## config.mk

```make
export PLATFORM = sky130hd
export DESIGN_NAME = cache_fill_fsm
export DESIGN_NICKNAME = d
export VERILOG_FILES = /design/src/rtl/cache_fill_fsm.sv
export SDC_FILE = /design/constraint.sdc
export NUM_CORES = 1
export LEC_CHECK = 0
export CELL_PAD_IN_SITES_DETAIL_PLACEMENT = 1
export CELL_PAD_IN_SITES_GLOBAL_PLACEMENT = 2
export CORE_MARGIN = 3
export CORE_UTILIZATION = 29
export DETAILED_ROUTE_END_ITERATION = 7
export PLACE_DENSITY = 0.84
export SLEW_MARGIN = 20
export SYNTH_ARGS = -nofsm -noshare
export SYNTH_HDL_FRONTEND = slang
export SYNTH_SLANG_ARGS = --single-unit
```

## constraint.sdc

```tcl
create_clock -name clk -period 7.5 [get_ports clk]
set_input_delay 1.125 -clock clk [delete_from_list [all_inputs] [get_ports clk]]
set_output_delay 1.125 -clock clk [all_outputs]
set_load 0.05 [all_outputs]
```

## src/rtl/cache_fill_fsm.sv

```systemverilog
// Cache line fill controller: on a miss, issues one word read per cycle for the
// whole line and writes the in-order returned words (then the tag) into the cache.
module cache_fill_fsm #(
    parameter int unsigned ADDR_WIDTH = 16,
    parameter int unsigned LINE_WORDS = 8
) (
    input  logic                            clk,
    input  logic                            rst,
    input  logic                            miss_detected,
    input  logic [ADDR_WIDTH-1:0]           miss_address,
    input  logic                            mem_data_valid,
    input  logic [15:0]                     mem_data,
    output logic                            fsm_busy,
    output logic                            mem_enable,
    output logic                            mem_wr,
    output logic [ADDR_WIDTH-1:0]           mem_addr,
    output logic                            write_data_array,
    output logic                            write_tag_array,
    output logic [$clog2(LINE_WORDS)-1:0]   cache_word_offset,
    output logic [15:0]                     cache_data
);

    localparam int unsigned OFF_W      = $clog2(LINE_WORDS);
    localparam int unsigned CNT_W      = OFF_W + 1;
    localparam int unsigned LINE_BYTES = 2 * LINE_WORDS;

    localparam logic [1:0] IDLE  = 2'd0;
    localparam logic [1:0] ISSUE = 2'd1;
    localparam logic [1:0] DRAIN = 2'd2;

    logic [1:0]            state;
    logic [1:0]            state_nxt;
    logic [ADDR_WIDTH-1:0] base;
    logic [ADDR_WIDTH-1:0] base_nxt;
    logic [CNT_W-1:0]      issue_cnt;
    logic [CNT_W-1:0]      issue_nxt;
    logic [CNT_W-1:0]      ret_cnt;
    logic [CNT_W-1:0]      ret_nxt;
    logic                  ret_accept;
    logic                  busy_nxt;
    logic                  mem_enable_nxt;
    logic [ADDR_WIDTH-1:0] mem_addr_nxt;

    // Next-state, counter and return-strobe decode
    always_comb begin
        state_nxt         = state;
        base_nxt          = base;
        issue_nxt         = issue_cnt;
        ret_nxt           = ret_cnt;
        write_data_array  = 1'b0;
        write_tag_array   = 1'b0;
        cache_word_offset = '0;

        // Returns stop being accepted once the whole line is in, so the tag fires once.
        ret_accept = (state == ISSUE || state == DRAIN) && mem_data_valid
                     && (ret_cnt != CNT_W'(LINE_WORDS));

        if (ret_accept) begin
            write_data_array  = 1'b1;
            cache_word_offset = ret_cnt[OFF_W-1:0];
            ret_nxt           = ret_cnt + CNT_W'(1);
            if (ret_cnt == CNT_W'(LINE_WORDS - 1)) begin
                write_tag_array = 1'b1;
            end
        end

        case (state)
            IDLE: begin
                if (miss_detected) begin
                    state_nxt = ISSUE;
                    base_nxt  = miss_address & ~ADDR_WIDTH'(LINE_BYTES - 1);
                    issue_nxt = '0;
                    ret_nxt   = '0;
                end
            end
            ISSUE: begin
                issue_nxt = issue_cnt + CNT_W'(1);
                if (issue_cnt == CNT_W'(LINE_WORDS - 1)) begin
                    state_nxt = DRAIN;
                end
            end
            DRAIN: begin
                if (ret_nxt == CNT_W'(LINE_WORDS)) begin
                    state_nxt = IDLE;
                end
            end
            default: begin
                state_nxt = IDLE;
            end
        endcase
    end

    // Registered outputs are computed from the next state so they line up with it.
    always_comb begin
        busy_nxt       = (state_nxt != IDLE);
        mem_enable_nxt = (state_nxt == ISSUE);
        mem_addr_nxt   = '0;
        if (state_nxt == ISSUE) begin
            mem_addr_nxt = base_nxt + ADDR_WIDTH'({issue_nxt, 1'b0});
        end
    end

    always_ff @(posedge clk) begin
        if (rst) begin
            state      <= IDLE;
            base       <= '0;
            issue_cnt  <= '0;
            ret_cnt    <= '0;
            fsm_busy   <= 1'b0;
            mem_enable <= 1'b0;
            mem_addr   <= '0;
        end else begin
            state      <= state_nxt;
            base       <= base_nxt;
            issue_cnt  <= issue_nxt;
            ret_cnt    <= ret_nxt;
            fsm_busy   <= busy_nxt;
            mem_enable <= mem_enable_nxt;
            mem_addr   <= mem_addr_nxt;
        end
    end

    assign cache_data = mem_data;
    assign mem_wr     = 1'b0;

endmodule

```

* Yosys cells after proc, flatten, opt, wreduce, memory -nomap -nowiden *
Index checks and enable logic that the tools add are counted.
Widths: inputs -> output; s select.

word-level totals
  register bits after elaboration = 44
  bits of input ports = 36
  output and inout port bits = 40
  word-level logic and storage cells = 39

operators by class
  add/subtract/negate cells = 3
  eq/ne operators = 7
  mux-type cells = 15
  bitwise operators = 1
  reduce and logical (&&, ||, !) cells = 6

operator list
  kind                 number
  $mux 16              2
  $add 16x5->16        1
  $mux 4               4
  $add 4x1->4 const B  2
  $eq 4x3->1 const B   2
  $pmux 4 s2           1
  $mux 2               3
  $pmux 2 s3           1
  $eq 2x1->1 const B   2
  $eq 4x4->1 const B   1
  $ne 4x4->1 const B   1
  $mux 1               3
  $mux 3               1
  $eq 2x2->1 const B   1
  $logic_and 1x1->1    2
  $logic_not 2->1      1
  $reduce_bool 2->1    1
  $reduce_or 2->1      1
  $logic_or 1x1->1     1
  $not 1->1            1

* Longest topological paths before layout *
  word-level depth = 11
  gate-level depth with buffers = 14

* Worst setup path after synthesis *
OpenSTA, ideal clock, no wires.

  kind = input-to-output
  start point = in mem_data_valid
  end point = out cache_word_offset[0]
  arrival = 2614 ps
  data required time = 6375 ps
  path slack = 3761 ps
  stages = 3
  buffers on the path = 0
  cells stage by stage = nand2_1 nor2_1 ha_1

between the ends
  cells in the longest elaborated chain, start to end = 3

ends and longest elaborated chain
  item               line  RTL
  start, declared    11    input logic mem_data_valid,
  $logic_and 1x1->1  55    ret_accept = (state == ISSUE || state == DRAIN) && mem_data_valid
  $logic_and 1x1->1  56    && (ret_cnt != CNT_W'(LINE_WORDS));
  $mux 3             58    if (ret_accept) begin
  end, declared      19    output logic [$clog2(LINE_WORDS)-1:0] cache_word_offset,

Every way passes these cells.

* Worst setup path after layout *
  start point = in miss_detected
  end point = reg mem_addr[9]

between the ends
  elaborated cells on any way between the ends = 10

RTL lines
  item                  line  RTL
  start, declared       9     input logic miss_detected,
  $mux 4                69    if (miss_detected) begin
  $pmux 4 s2            67    case (state)
  net issue_nxt[0]      36    logic [CNT_W-1:0] issue_nxt;
  $add 16x5->16         99    mem_addr_nxt = base_nxt + ADDR_WIDTH'({issue_nxt, 1'b0});
  end signal, assigned  119   mem_addr <= mem_addr_nxt;
  end, declared         16    output logic [ADDR_WIDTH-1:0] mem_addr,

The timed path passes the listed nets, and every way through them passes these cells.
A chain may end at the register's enable or synchronous reset.

==> flow_metrics.py <==
metrics = {
    "status": {
        "status": "finished clean",
    },
    "global_routing": {
        "first_global_vias": 1841,
        "total_grt_usage_pct": 12.8,
        "grt_first_pass_wirelength_um": 9140,
        "grt_antenna_before_repair": 0,
        "gr-total-overflow": 0,
        "grt_start_max_net_pins": 22,
    },
    "clock_network": {
        "cts-htree-levels": 2,
        "cts.hold.buffers_added": 0,
        "clock_insertion_delay_worst_skew_ns": 0.29,
        "tritoncts.num_buffers": 5,
        "root_buffer": "clkbuf_8",
        "cts_num_sinks": 44,
        "clock_tree.buffer_depth": 2,
        "cts_tree": "yes",
        "clk_pin_slew_worst_paths_ns": 0.08,
        "post_cts_setup_buffer_count": 0,
        "cts_resized": 0,
    },
    "min_path": {
        "hold_path_class": "reg -> reg",
    },
    "synthesis": {
        "yosys_register_bits": 44,
        "synth_nets": 295,
        "top_area_cell_type_share_of_the_netlist_area_pct": 38.6,
        "synthesis.area_per_instance_sq_um": 9.28,
        "synth_top_area_cell": "dfxtp_1",
        "synth_cell_area_sq_um": 2280,
        "post_synth_inst_count": 246,
        "ys_dominant_reg_cell": "dfxtp_1",
        "synthesis.yosys.warnings": 0,
        "ys_async_sr_fraction_pct": 0,
        "netlist_top_cells_area": "dfxtp_1, ha_1, buf_4, mux2i_1, nand2_1",
        "synth_seq_area_share_pct": 38.6,
        "synth-edff-count": 0,
        "netlist-cell-type-count": 50,
    },
    "setup_path": {
        "regToRegEndpoint": "mem_addr[9]",
        "critPathCapture": "mem_addr[9]",
        "cp_cell_sequence": "clkdlybuf4s50_1, nand2_1, o21a_1, nand2_1, o21ai_0, ha_1, fa_1, a21o_1, a21oi_1, nor4b_1, mux2_1, a211oi_1",
        "reg2reg_slack_ns": 3.55,
        "startpoint_type_of_the_worst_setup_path": "input port",
        "critPathCaptureType": "register",
        "worst-endpoint-required_ns": 7.68,
        "reg2reg_depth": 13,
        "worst_path_max_delay_cell": "clkdlybuf4s50_1",
        "worstPathMaxFanout": 13,
        "criticalPathCategory": "in -> reg",
        "timing.critical_path.mode_cell": "nand2_1",
        "worst_ep_arrival_time_ns": 4.72,
        "crit-reg2reg-launch": "state[1]",
        "slowest_delay_ns": 0.59,
        "crit_start": "miss_detected",
    },
    "finish": {
        "fillCellCount": 871,
        "layout_commonest_cell": "dfxtp_1",
        "final_layout_size_suffix_gt1_share_pct": 5.60,
        "most_frequent_cells_in_the_layout": "dfxtp_1, clkdlybuf4s50_1, nand2_1",
        "utilization_pct": 36.5,
        "final_nets": 316,
        "antenna-diode-count": 0,
        "area_growth_pct": 19.0,
    },
    "sta": {
        "setup-violations-final": 0,
        "tightest_slew_ns": 0.878,
        "report.final.slew_viol_count": 0,
        "final_min_period_over_clock_period_pct": 60.6,
        "totalNegativeSetupSlack_ns": 0,
        "hold_viol": 0,
        "maxSlewHeadroom_pct": 41.4,
        "finalWorstPathRequiredPeriod_ns": 4.55,
        "grt_setup_unrepaired": "false",
        "clock_skew_ns": 0.00466,
        "fmaxAchievable_mhz": 220,
    },
    "placed_design": {
        "global_placement_routability_congestion": 0.742,
        "hpwl_um": 3890,
        "port_bufs": 38,
    },
    "flow_run": {
        "max_cap_violations": 0,
    },
    "floorplan": {
        "chipHeight_um": 94.7,
        "die_area_sq_um": 8970,
        "initial_core_utilization_pct": 30.6,
        "die_extent_in_x_um": 94.7,
        "num_io_pins": 76,
        "core_sq_um": 7450,
        "std_cell_rows": 31,
    },
    "drt": {
        "detailroute.via_count": 1791,
        "drt-vias-per-instance": 4.88,
        "drc": 0,
        "routed_wl_um": 5430,
        "post_drt_wl_per_cell_um": 14.8,
        "first_iter_violations": 56,
        "dr.pass1.iters": 4,
        "final_antenna_net_count": 0,
    },
    "pwr": {
        "ir_drop_mv": 0.0614,
        "p_leak_nw": 1.02,
        "power-per-cell-area_nw_per_um2": 185,
    },
}
synthesized netlist by cell type (4+ instances only):
library cell	count
dfxtp_1	44
nor3_1	13
nor4_1	6
inv_1	8
nor3b_1	4
buf_4	18
a211oi_1	5
a21oi_1	5
o21ai_0	5
nor2_1	15
nand4_1	5
mux2i_1	9
nand2_1	18
xnor2_1	7
nor2b_1	5
o21a_1	4
ha_1	12
and2_1	9
kinds of logic after synthesis:
| logic type | synth area share [%] |
|---|---|
| AO/OA/AOI/OAI | 12.0 |
| buffers and inverters | 8.88 |
| flip-flops | 38.6 |
| XOR/XNOR | 3.84 |
| adder cells (fa/ha/maj) | 7.46 |
| other | 0.164 |
| AND/OR/NAND/NOR | 23.1 |
| multiplexers | 6.03 |
where the power goes:
part	switching (mW)	internal (mW)	leakage [nW]
clock	0.0787	0.0749	0.0445
sequential	0.00501	0.245	0.359
combinational	0.0620	0.0367	0.614
total	0.146	0.356	1.02
through the flow:
step,setup slack [ns],area (sq um),power [mW],instances,hold WS [ns]
6_report,2.95,2720,0.502,367,0.445
5_1_grt,2.73,2720,0.529,367,0.478
2_1_floorplan,3.76,2280,0.345,246,0.410
3_3_place_gp,2.81,2620,0.352,359,0.429
4_1_cts,2.99,2720,0.509,367,0.447
3_5_place_dp,2.78,2620,0.354,359,0.435
per-layer routing:
| layer | global-route usage, % | part of all wire [%] |
|---|---|---|
| met1 | 18.3 | 51 |
| met2 | 20.4 | 45 |
| met3 | 2.47 | 3.1 |
| met4 | 1.92 | 0.52 |
| met5 | 0 | 0 |
worst min-delay path by stage:
| stage | slack (ns) | cells past startpoint | endpoint | startpoint |
|---|---|---|---|---|
| after global placement | 0.43 | 2 | mem_addr[0] | base[0] |
| after global routing | 0.48 | 2 | mem_addr[0] | base[0] |
| after detailed placement | 0.43 | 2 | mem_addr[0] | base[0] |
| after CTS | 0.45 | 2 | mem_addr[0] | base[0] |
| final | 0.44 | 2 | mem_addr[0] | base[0] |
| after floorplan | 0.41 | 2 | mem_addr[0] | base[0] |
registers in the layout (all words and copies together) (netlist names):
| name | flops |
|---|---|
| base | 16 |
| mem_addr | 16 |
| issue_cnt | 4 |
| ret_cnt | 4 |
| state | 2 |
| fsm_busy | 1 |
| mem_enable | 1 |
worst max-delay path, delay by kind of cell:
| kind | cells | cell delay, ns |
|---|---|---|
| adder cells (fa/ha/maj) | 2 | 0.69 |
| AO/OA/AOI/OAI | 5 | 1.35 |
| multiplexers | 1 | 0.36 |
| buffers and inverters | 1 | 0.59 |
| AND/OR/NAND/NOR | 3 | 0.61 |
area by class of cell:
class	count	area [sq um]	area share [%]
Multi-Input combinational cell	169	1200	44.1
Tap cell	99	124	4.56
Clock buffer	7	86.3	3.18
Timing Repair Buffer	39	388	14.3
Clock inverter	1	7.51	0.276
Inverter	8	30.0	1.11
Sequential cell	44	881	32.4
(Power assumes the default switching activity.)
